File: config.mk
export PLATFORM = sky130hd
export DESIGN_NAME = user_proj_solar_mc_flat
export DESIGN_NICKNAME = d
export VERILOG_FILES = /design/src/rtl/user_proj_solar_mc_pkg.sv /design/src/rtl/user_proj_solar_mc_if.sv /design/src/rtl/solar_chan_avg.sv /design/src/rtl/user_proj_solar_mc.sv /design/src/flat_wrapper.sv
export SDC_FILE = /design/constraint.sdc
export NUM_CORES = 1
export LEC_CHECK = 0
export CAP_MARGIN = 20
export CORE_ASPECT_RATIO = 1.75
export CORE_MARGIN = 2
export CORE_UTILIZATION = 41
export CTS_CLUSTER_DIAMETER = 100
export DETAILED_ROUTE_END_ITERATION = 7
export PLACE_DENSITY_LB_ADDON = 0.1
export SETUP_SLACK_MARGIN = 0.15
export SLEW_MARGIN = 15
export SYNTH_ARGS = -nofsm -noshare
export SYNTH_HDL_FRONTEND = slang
export SYNTH_HIERARCHICAL = 1
export SYNTH_SLANG_ARGS = --single-unit
File: constraint.sdc
create_clock -name wb_clk_i -period 4.2 [get_ports wb_clk_i]
set_input_delay 0.63 -clock wb_clk_i [delete_from_list [all_inputs] [get_ports wb_clk_i]]
set_output_delay 0.63 -clock wb_clk_i [all_outputs]
set_load 0.02 [all_outputs]
File: src/rtl/user_proj_solar_mc_pkg.sv
// -----------------------------------------------------------------------------
// solar_pkg
// Shared types and constants for the multi-channel solar monitor.
//   track_e      : sun-tracking direction / FSM state encoding
//   FAULT_CNT_W  : width of the per-channel fault debounce counter (holds 0..255)
//   TRACK_W      : width of the tracking direction output
// -----------------------------------------------------------------------------
package solar_pkg;

    typedef enum logic [1:0] {
        TRACK_HOLD = 2'b00,
        TRACK_EAST = 2'b01,
        TRACK_WEST = 2'b10
    } track_e;

    localparam int unsigned FAULT_CNT_W = 8;
    localparam int unsigned TRACK_W     = 2;

endpackage

File: src/rtl/user_proj_solar_mc_if.sv
// -----------------------------------------------------------------------------
// solar_if
// Tagged sample bus from the panel sensor front-end.
//   smp_valid_i : sample strobe, at most one sample per cycle
//   smp_ch_i    : channel tag of the sample
//   smp_data_i  : unsigned sample value
// Modports: master (front-end / bench drives), slave (monitor core receives).
// -----------------------------------------------------------------------------
interface solar_if #(
    parameter int CH = 4,
    parameter int DW = 8
);
    localparam int CHW = (CH > 1) ? $clog2(CH) : 1;

    logic           smp_valid_i;
    logic [CHW-1:0] smp_ch_i;
    logic [DW-1:0]  smp_data_i;

    modport master (
        output smp_valid_i,
        output smp_ch_i,
        output smp_data_i
    );

    modport slave (
        input smp_valid_i,
        input smp_ch_i,
        input smp_data_i
    );
endinterface

File: src/rtl/solar_chan_avg.sv
// -----------------------------------------------------------------------------
// solar_chan_avg
// One sensor channel: block averager over 2^AVG_LOG2 samples plus a debounced
// under-threshold fault.
//   clk, rst_n  : clock, asynchronous active-low reset
//   smp_en      : an accepted sample for this channel is present this cycle
//   smp_data    : sample value
//   thresh      : fault threshold, only looked at in a window-completing cycle
//   avg         : latest completed window average (registered)
//   avg_valid   : sticky, set once the first window completes
//   fault       : set when FAULT_HOLD consecutive windows averaged below thresh
// -----------------------------------------------------------------------------
module solar_chan_avg
    import solar_pkg::*;
#(
    parameter int DW         = 8,
    parameter int AVG_LOG2   = 3,
    parameter int FAULT_HOLD = 4
) (
    input  logic          clk,
    input  logic          rst_n,
    input  logic          smp_en,
    input  logic [DW-1:0] smp_data,
    input  logic [DW-1:0] thresh,
    output logic [DW-1:0] avg,
    output logic          avg_valid,
    output logic          fault
);
    // DW+AVG_LOG2 bits hold 2^AVG_LOG2 full-scale samples, so no overflow.
    localparam int AW = DW + AVG_LOG2;
    localparam logic [AVG_LOG2-1:0]    CNT_LAST = {AVG_LOG2{1'b1}};
    localparam logic [FAULT_CNT_W-1:0] HOLD_L   = FAULT_CNT_W'(FAULT_HOLD);

    logic [AW-1:0]          acc_r;
    logic [AVG_LOG2-1:0]    cnt_r;
    logic [DW-1:0]          avg_r;
    logic                   valid_r;
    logic [FAULT_CNT_W-1:0] fcnt_r;
    logic                   fault_r;

    logic [AW-1:0]          sum_s;
    logic [DW-1:0]          avg_next_s;
    logic                   last_s;
    logic [FAULT_CNT_W-1:0] fcnt_next_s;

    // Window sum including the current sample, truncated average, and the
    // fault counter value that a completing window would produce.
    always_comb begin
        sum_s       = acc_r + {{AVG_LOG2{1'b0}}, smp_data};
        avg_next_s  = sum_s[AW-1:AVG_LOG2];
        last_s      = (cnt_r == CNT_LAST);
        fcnt_next_s = {FAULT_CNT_W{1'b0}};
        if (avg_next_s < thresh) begin
            if (fcnt_r >= HOLD_L) begin
                fcnt_next_s = HOLD_L;
            end else begin
                fcnt_next_s = fcnt_r + FAULT_CNT_W'(1);
            end
        end else begin
            fcnt_next_s = {FAULT_CNT_W{1'b0}};
        end
    end

    // Accumulate samples; on the last sample of a window publish the average,
    // update the fault debounce and restart the window in the same edge.
    always_ff @(posedge clk or negedge rst_n) begin
        if (!rst_n) begin
            acc_r   <= {AW{1'b0}};
            cnt_r   <= {AVG_LOG2{1'b0}};
            avg_r   <= {DW{1'b0}};
            valid_r <= 1'b0;
            fcnt_r  <= {FAULT_CNT_W{1'b0}};
            fault_r <= 1'b0;
        end else if (smp_en) begin
            if (last_s) begin
                acc_r   <= {AW{1'b0}};
                cnt_r   <= {AVG_LOG2{1'b0}};
                avg_r   <= avg_next_s;
                valid_r <= 1'b1;
                fcnt_r  <= fcnt_next_s;
                fault_r <= (fcnt_next_s == HOLD_L);
            end else begin
                acc_r <= sum_s;
                cnt_r <= cnt_r + AVG_LOG2'(1);
            end
        end
    end

    assign avg       = avg_r;
    assign avg_valid = valid_r;
    assign fault     = fault_r;

endmodule

File: src/rtl/user_proj_solar_mc.sv
// -----------------------------------------------------------------------------
// user_proj_solar_mc
// Multi-channel solar monitor: per-channel block averages, debounced
// under-threshold faults with a global alarm, and east/west sun tracking.
//   wb_clk_i, wb_rst_ni : clock, asynchronous active-low reset
//   smp (solar_if.slave): tagged sample bus; tags >= CH are ignored
//   thresh_i            : fault threshold (quasi-static)
//   avg_o               : channel n average at [n*DW +: DW]
//   avg_valid_o         : per-channel sticky "window completed"
//   fault_o             : per-channel debounced fault
//   alarm_o             : registered OR of fault_o
//   track_dir_o         : 00 hold, 01 east, 10 west
// Build option: define SOLAR_TRACK_EN to include the tracking FSM; otherwise
// track_dir_o is tied to 2'b00.
// Channel 0 is the east sensor, channel CH-1 the west sensor.
// -----------------------------------------------------------------------------
module user_proj_solar_mc
    import solar_pkg::*;
#(
    parameter int CH         = 4,
    parameter int DW         = 8,
    parameter int AVG_LOG2   = 3,
    parameter int FAULT_HOLD = 4,
    parameter int HYST       = 4
) (
    input  logic                wb_clk_i,
    input  logic                wb_rst_ni,
    solar_if.slave              smp,
    input  logic [DW-1:0]       thresh_i,
    output logic [CH*DW-1:0]    avg_o,
    output logic [CH-1:0]       avg_valid_o,
    output logic [CH-1:0]       fault_o,
    output logic                alarm_o,
    output logic [TRACK_W-1:0]  track_dir_o
);
    localparam int CHW = (CH > 1) ? $clog2(CH) : 1;
    // One extra bit so CH itself (e.g. 16 with a 4-bit tag) is representable.
    localparam logic [CHW:0] CH_L = (CHW + 1)'(CH);

    logic smp_ok_s;
    logic alarm_r;

    assign smp_ok_s = smp.smp_valid_i && ({1'b0, smp.smp_ch_i} < CH_L);

    for (genvar g = 0; g < CH; g++) begin : g_chan
        logic sel_s;
        assign sel_s = smp_ok_s && (smp.smp_ch_i == CHW'(g));

        solar_chan_avg #(
            .DW         (DW),
            .AVG_LOG2   (AVG_LOG2),
            .FAULT_HOLD (FAULT_HOLD)
        ) u_chan (
            .clk       (wb_clk_i),
            .rst_n     (wb_rst_ni),
            .smp_en    (sel_s),
            .smp_data  (smp.smp_data_i),
            .thresh    (thresh_i),
            .avg       (avg_o[g*DW +: DW]),
            .avg_valid (avg_valid_o[g]),
            .fault     (fault_o[g])
        );
    end

    // Global alarm, one cycle behind the per-channel fault flags.
    always_ff @(posedge wb_clk_i or negedge wb_rst_ni) begin
        if (!wb_rst_ni) begin
            alarm_r <= 1'b0;
        end else begin
            alarm_r <= |fault_o;
        end
    end

    assign alarm_o = alarm_r;

`ifdef SOLAR_TRACK_EN
    localparam logic [DW:0] HYST_L = (DW + 1)'(HYST);

    track_e      track_r;
    track_e      track_next_s;
    logic [DW:0] east_s;
    logic [DW:0] west_s;
    logic        track_en_s;

    // Tracking next state from the registered east/west averages; compares
    // are done one bit wider so adding the hysteresis cannot wrap.
    always_comb begin
        east_s       = {1'b0, avg_o[0 +: DW]};
        west_s       = {1'b0, avg_o[(CH-1)*DW +: DW]};
        track_en_s   = avg_valid_o[0] && avg_valid_o[CH-1];
        track_next_s = track_r;
        if (!track_en_s) begin
            track_next_s = TRACK_HOLD;
        end else begin
            case (track_r)
                TRACK_HOLD: begin
                    if (east_s > west_s + HYST_L) begin
                        track_next_s = TRACK_EAST;
                    end else if (west_s > east_s + HYST_L) begin
                        track_next_s = TRACK_WEST;
                    end else begin
                        track_next_s = TRACK_HOLD;
                    end
                end
                TRACK_EAST: begin
                    if (east_s <= west_s) begin
                        track_next_s = TRACK_HOLD;
                    end else begin
                        track_next_s = TRACK_EAST;
                    end
                end
                TRACK_WEST: begin
                    if (west_s <= east_s) begin
                        track_next_s = TRACK_HOLD;
                    end else begin
                        track_next_s = TRACK_WEST;
                    end
                end
                default: begin
                    track_next_s = TRACK_HOLD;
                end
            endcase
        end
    end

    // Tracking state register; the state encoding is the output encoding.
    always_ff @(posedge wb_clk_i or negedge wb_rst_ni) begin
        if (!wb_rst_ni) begin
            track_r <= TRACK_HOLD;
        end else begin
            track_r <= track_next_s;
        end
    end

    assign track_dir_o = track_r;
`else
    assign track_dir_o = 2'b00;
`endif

endmodule

File: src/flat_wrapper.sv
// flat-port wrapper written by rule: the top's interface ports become plain ports
module user_proj_solar_mc_flat import solar_pkg::*;
#(
    parameter int CH         = 4,
    parameter int DW         = 8,
    parameter int AVG_LOG2   = 3,
    parameter int FAULT_HOLD = 4,
    parameter int HYST       = 4
)
  (wb_clk_i, wb_rst_ni, thresh_i, avg_o, avg_valid_o, fault_o, alarm_o, track_dir_o, smp_smp_valid_i, smp_smp_ch_i, smp_smp_data_i);
  solar_if #(.CH(CH), .DW(DW)) smp_i ();
  input  logic wb_clk_i;
  input  logic wb_rst_ni;
  input  logic [DW-1:0] thresh_i;
  output logic [CH*DW-1:0] avg_o;
  output logic [CH-1:0] avg_valid_o;
  output logic [CH-1:0] fault_o;
  output logic alarm_o;
  output logic [TRACK_W-1:0] track_dir_o;
  input wire logic [$bits(smp_i.smp_valid_i)-1:0] smp_smp_valid_i;
  input wire logic [$bits(smp_i.smp_ch_i)-1:0] smp_smp_ch_i;
  input wire logic [$bits(smp_i.smp_data_i)-1:0] smp_smp_data_i;
  assign smp_i.smp_valid_i = smp_smp_valid_i;
  assign smp_i.smp_ch_i = smp_smp_ch_i;
  assign smp_i.smp_data_i = smp_smp_data_i;
  user_proj_solar_mc #(.CH(CH), .DW(DW), .AVG_LOG2(AVG_LOG2), .FAULT_HOLD(FAULT_HOLD), .HYST(HYST)) u_core (.wb_clk_i(wb_clk_i), .wb_rst_ni(wb_rst_ni), .smp(smp_i), .thresh_i(thresh_i), .avg_o(avg_o), .avg_valid_o(avg_valid_o), .fault_o(fault_o), .alarm_o(alarm_o), .track_dir_o(track_dir_o));
endmodule
After elaboration in Yosys (flattened, before gate mapping)
Index checks and enable logic that the tools add are counted.
{ "totals": {"reg_bits": 129, "input_bits": 21, "out_inout_bits": 43, "word_cells": 82} }
{ "classes": {"n_addsub": 12, "n_lt_le_gt_ge": 8, "n_eq_ne": 11, "mux": 16, "reduce_logical": 10} }
{ "ops": {"columns": ["op", "count"], "rows": [
  ["8-bit two-way mux", 8],
  ["11-bit by 8-bit adder with 11-bit output", 4],
  ["11-bit two-way mux", 4],
  ["8-bit by 1-bit adder with 8-bit output (second input constant)", 4],
  ["8-bit by 3-bit equality test with 1-bit output (second input constant)", 4],
  ["8-bit by 3-bit greater-or-equal comparator with 1-bit output (second input constant)", 4],
  ["8-bit less-than comparator", 4],
  ["3-bit by 1-bit adder with 3-bit output (second input constant)", 4],
  ["3-bit equality test (second input constant)", 4],
  ["3-bit two-way mux", 4],
  ["2-bit AND reduction", 4],
  ["2-bit equality test (second input constant)", 2],
  ["1-bit logical AND", 4],
  ["4-bit OR reduction", 1],
  ["2-bit by 1-bit equality test with 1-bit output (second input constant)", 1],
  ["2-bit logical NOT", 1]
]} }

Depth between registers and ports, before layout
{ "logic_depth": {"ltp_word": 4, "mapped_depth": 13, "mapped_depth_nobuf": 13} }

Cells and area by module
The synthesis kept the hierarchy.
{ "by_module_without_submodules": {"columns": ["module", "instances", "cells_each", "area_per_inst_um2", "seq_area_each_um2"], "rows": [
  ["solar_chan_avg at u_core.g_chan[0].u_chan ...", 3, 190, 1905.6, 800.8],
  ["solar_chan_avg at u_core.g_chan[1].u_chan", 1, 185, 1910.6, 800.8],
  ["user_proj_solar_mc", 1, 9, 82.6, 25.0]
]} }

Worst setup path after synthesis
OpenSTA, ideal clock, no wires.
{ "synth_timing": {"path_type": "input to register", "startpoint": "in smp_smp_data_i[0]", "endpoint": "reg u_core.g_chan[1].u_chan.fcnt_r[1]", "setup_time_ns": 0.068, "arrival_time_ns": 3.288, "required_ns": 4.132, "path_slack_ns": 0.844, "cell_stages": 12, "n_path_buf": 0, "cell_sequence": "ha_1 fa_1 a21oi_2 o21bai_1 o41ai_4 xnor2_1 ha_1 a21o_1 a21oi_1 o22ai_1 a2111oi_4 a32o_1"} }
{ "synth_via": {"elab_chain_cells": 3} }
{ "synth_rtl": {"columns": ["item", "line", "source"], "rows": [
  ["from (decl)", "flat_wrapper.sv:22", "input wire logic [$bits(smp_i.smp_data_i)-1:0] smp_smp_data_i;"],
  ["11-bit by 8-bit adder with 11-bit output", "solar_chan_avg.sv:49", "sum_s = acc_r + {{AVG_LOG2{1'b0}}, smp_data};"],
  ["named net u_core.g_chan[1].u_chan.sum_s[8]", "solar_chan_avg.sv:41", "logic [AW-1:0] sum_s;"],
  ["8-bit less-than comparator", "solar_chan_avg.sv:53", "if (avg_next_s < thresh) begin"],
  ["8-bit two-way mux", "solar_chan_avg.sv:53", null],
  ["to (signal assigned)", "solar_chan_avg.sv:72", "fcnt_r <= {FAULT_CNT_W{1'b0}};"],
  ["to (signal assigned)", "solar_chan_avg.sv:80", "fcnt_r <= fcnt_next_s;"],
  ["to (decl)", "solar_chan_avg.sv:38", "logic [FAULT_CNT_W-1:0] fcnt_r;"]
]} }
The timed path passes the listed nets, and every way through them passes these cells.
A chain may end at the register's enable or synchronous reset.

Worst setup path after layout
{ "layout_timing": {"startpoint": "in smp_smp_data_i[0]", "endpoint": "reg u_core.g_chan[2].u_chan.fcnt_r[0]"} }
{ "layout_via": {"elab_chain_cells": 3} }
{ "layout_rtl": {"columns": ["item", "line"], "rows": [
  ["11-bit by 8-bit adder with 11-bit output", "solar_chan_avg.sv:49"],
  ["named net u_core.g_chan[2].u_chan.sum_s[8]", "solar_chan_avg.sv:41"],
  ["8-bit less-than comparator", "solar_chan_avg.sv:53"],
  ["8-bit two-way mux", "solar_chan_avg.sv:53"],
  ["to (signal assigned)", "solar_chan_avg.sv:72"],
  ["to (signal assigned)", "solar_chan_avg.sv:80"],
  ["to (decl)", "solar_chan_avg.sv:38"]
]} }
The timed path passes the listed nets, and every way through them passes these cells.

==> flow_summary.yaml <==
route:
  avgViaCountPerCell: 5.39
  vias: 5912
  drt_iter0_markers: 216
  drc: 0
  wire_per_inst_um: 17.5
  drtPass1Iterations: 6
  ant_nets: 0
  wl_um: 19200
global_routing:
  grt_use_total_pct: 20.5
  antenna_found_initial: 0
  grt_first_pass_wirelength_um: 31400
  grt.met2_usage_pct: 36.1
  grt_overflow_total: 0
  grt_max_degree: 76
  grt_pass1_vias: 6331
  top_usage_layer: "met2"
  grtUsageMet3_pct: 4.50
  met1_usage_pct: 22.9
finish:
  fin_cells: 1097
  fill_cells: 1716
  antennaDiodeCount: 0
  syn_to_final_growth_pct: 21.3
  final_layout_size_suffix_gt1_share_pct: 12.3
  fin_area_um2: 9350
  nets: 947
sta:
  period_needed_ns: 3.88
  hold_ws_ns: 0.198
  setup_violations: 0
  drv_slew: 0
  timing.final.crit_share_pct: 92.4
  slew_headroom_pct: 44.5
  fmax_mhz: 258
  hold_viol: 0
  worst_slew_pin_slew_ns: 0.831
  rsz0062_at_grt: "false"
  fin_ws_ns: 0.319
  finalClockSkew_ns: 0.00722
power:
  p_per_area_nw_per_um2: 737
  p_total_uw: 6900
  clockPowerShare_pct: 23.6
  leakage_uw: 0.00443
  p_comb_share_pct: 49.0
  p_sw_share_pct: 38.0
  net-switching-power_uw: 2620
  ir_drop_uv: 361
  p_seq_share_pct: 27.4
  p_int_uw: 4280
yosys:
  yosys_warnings: 6
  synth_compound_area_share_pct: 19.8
  synth-simple-area-share_pct: 12.4
  synthXorXnorAreaFrac_pct: 3.29
  synthArstFlopShare_pct: 100
  synth_fa_ha_area_share_pct: 13.4
  ys_types: 62
  synth-edff-count: 0
  avgSynthCellArea_um2: 10.1
  synth_area_um2: 7710
  synthFlopType: "dfrtp_1"
  synthCells: 764
  synth_top_family_by_area: "compound AO/OA/AOI/OAI gates"
  synth_seq_cells: 129
  muxShareOfSynthArea_pct: 3.29
  seq_area_frac_synth_pct: 41.9
clock_tree:
  cts_max_level: 4
  clock_path_buffers: 2
  clockRootBuffer: "clkbuf_16"
  cts_resized: 0
  cts_sinks: 129
  numCtsBuffers: 17
  cts_tree: "built"
  clock_latency_ns: 0.42
  hold_buffers: 0
  path_clk_slew_ns: 0.06
  post_cts_buffers: 0
critical_path:
  r2r_end: "u_core/g_chan[3].u_chan/fcnt_r[0]$_DFFE_PN0P_"
  cp_slowest_cell: "clkdlybuf4s50_1"
  critPathCapture: "u_core/g_chan[2].u_chan/fcnt_r[0]$_DFFE_PN0P_"
  r2r-start: "u_core/g_chan[3].u_chan/acc_r[0]$_DFFE_PN0P_"
  cp_max_fo: 4
  ff2ff_setup_slack_ns: 0.83
  worstPathCellList: "clkdlybuf4s50_1, ha_1, fa_1, a21oi_1, nand4b_1, a21oi_1, nor3_1, nor3_1, ha_1, a21o_1, a21oi_1, o22ai_4, a2111o_1, o31ai_1"
  critPathKind: "input pin to flop"
  startpoint: "smp_smp_data_i[0]"
  cp-start-kind: "input pin"
  path_common_cell: "a21oi_1"
  max_stage_delay_ns: 0.56
  endpoint_kind: "flop"
  r2r_cells: 12
  crit_required_ns: 4.52
  cp_data_arrival_time_ns: 4.20
floorplanning:
  start_util_pct: 41.7
  core_area_um2: 18500
  io_pins: 64
  die_width_um: 108
  rows: 66
  die_area_um2: 20000
  chipHeight_um: 185
placed_design:
  dp_hpwl_um: 14300
  gp_congestion: 0.852
  dpl.cell_count: 1065
  dp_slack_ns: -0.0545
  place_area_um2: 8700
  port_buffers: 61
min_path:
  worstHoldPathType: "input pin to asynchronous set/reset pin"
status:
  status: "complete, no violations"
job:
  drv_cap: 0
==> metrics by stage <==
stage,util (%),TNS [ns]
2_1_floorplan,-,0
3_5_place_dp,47.1,-0.357
5_1_grt,50.6,0
4_1_cts,50.5,0
6_report,50.6,0
3_3_place_gp,47.1,0
==> layer usage <==
layer / up-vias / share of wire, %
li1: 2846 / -
met4: 0 / 3.8
met3: 43 / 4.2
met2: 127 / 51
met5: - / 0
met1: 2896 / 41
==> cells in the final DEF (no fill, tap or decap), drive strengths merged, types with 4 or more instances in the layout <==
master,count
xor2,9
a31oi,4
and2,23
a31o,13
a21oi,32
o21ai,48
nand3,9
a211oi,11
clkbuf,22
o211ai,9
xnor2,20
o41ai,4
nor2,31
o31ai,6
mux2i,4
a21o,19
mux2,19
clkdlybuf4s50,60
buf,28
dfrtp,129
nand2,53
o22ai,22
fa,4
nand4,4
ha,76
or2,4
o21bai,5
o21a,5
nand2b,11
inv,88
nor2b,21
clkinv,4
nor3,14
bufinv,5
nor4,4
==> sequential cells by signal (all words and copies together), names as in the netlist <==
signal and flops:
u_core/g_chan.u_chan/fcnt_r 32, u_core/g_chan.u_chan/fault 4, u_core/g_chan.u_chan/cnt_r 12, u_core/g_chan.u_chan/avg_valid 4, u_core/alarm_o 1, u_core/g_chan.u_chan/avg 32, u_core/g_chan.u_chan/acc_r 44
==> final cells by class <==
type	instances	area (um2)	share of cell area, %
Tap cell	238	298	3.18
Sequential cell	129	3230	34.5
Clock buffer	22	464	4.96
Clock inverter	10	181	1.94
Multi-Input combinational cell	522	4040	43.2
Inverter	88	330	3.53
Timing Repair Buffer	88	815	8.71
==> power by group through the flow <==
stage	clock network (uW)	registers [uW]	logic (uW)
after floorplan	0	2010	2140
after global placement	0	1890	3280
after detailed placement	0	1910	3370
after CTS	1670	1890	3400
after global routing	1730	1950	3740
final	1630	1890	3380
==> Yosys cell counts (4+ instances only) <==
library cell,instances,area [um2]
dfrtp_1,129,3230
inv_1,88,330
ha_1,76,951
nand2_1,53,199
o21ai_1,33,165
nor2_1,31,116
a21oi_1,30,150
clkbuf_1,21,78.8
and2_1,20,125
nor2b_1,20,125
xnor2_1,20,175
a21o_1,19,143
o22ai_1,19,119
nor3_1,14,70.1
o21ai_0,14,70.1
mux2_2,13,146
a211oi_2,11,138
nand2b_1,11,68.8
nand3_1,9,45.0
o211ai_1,9,67.6
xor2_1,9,78.8
a31o_1,7,61.3
a31o_2,6,52.6
mux2_1,6,67.6
o31ai_1,6,45.0
o21a_1,5,37.5
o21bai_1,5,37.5
a31oi_1,4,25.0
fa_1,4,80.1
mux2i_1,4,40.0
nand4_1,4,25.0
nor4_1,4,25.0
==> worst min path at each step <==
stage / from / to / slack, ns / cells past startpoint
2_1_floorplan: wb_rst_ni / u_core/alarm_o$_DFF_PN0_ / 0.33 / 0
5_1_grt: wb_rst_ni / u_core/g_chan[2].u_chan/fcnt_r[3]$_DFFE_PN0P_ / 0.26 / 1
3_5_place_dp: u_core/g_chan[2].u_chan/avg_valid$_DFFE_PN0P_ / u_core/g_chan[2].u_chan/avg_valid$_DFFE_PN0P_ / 0.45 / 1
4_1_cts: wb_rst_ni / u_core/g_chan[2].u_chan/acc_r[6]$_DFFE_PN0P_ / 0.25 / 1
6_report: wb_rst_ni / u_core/g_chan[2].u_chan/fcnt_r[3]$_DFFE_PN0P_ / 0.20 / 1
3_3_place_gp: u_core/g_chan[2].u_chan/avg_valid$_DFFE_PN0P_ / u_core/g_chan[2].u_chan/avg_valid$_DFFE_PN0P_ / 0.45 / 1
==> logic make-up after synthesis <==
kind of cell | after synthesis
compound gates | 202
xor+xnor | 29
simple gates | 186
other cells | 1
mux | 23
fa+ha+maj | 80
flops | 129
buf+inv | 114
==> critical path, delay by kind of cell <==
| family | cells | cell delay (ns) |
|---|---|---|
| AO/OA/AOI/OAI | 7 | 1.47 |
| adder cells (fa/ha/maj) | 3 | 1.03 |
| AND/OR/NAND/NOR | 3 | 0.51 |
| buffers and inverters | 1 | 0.56 |
(Power assumes the default switching activity.)
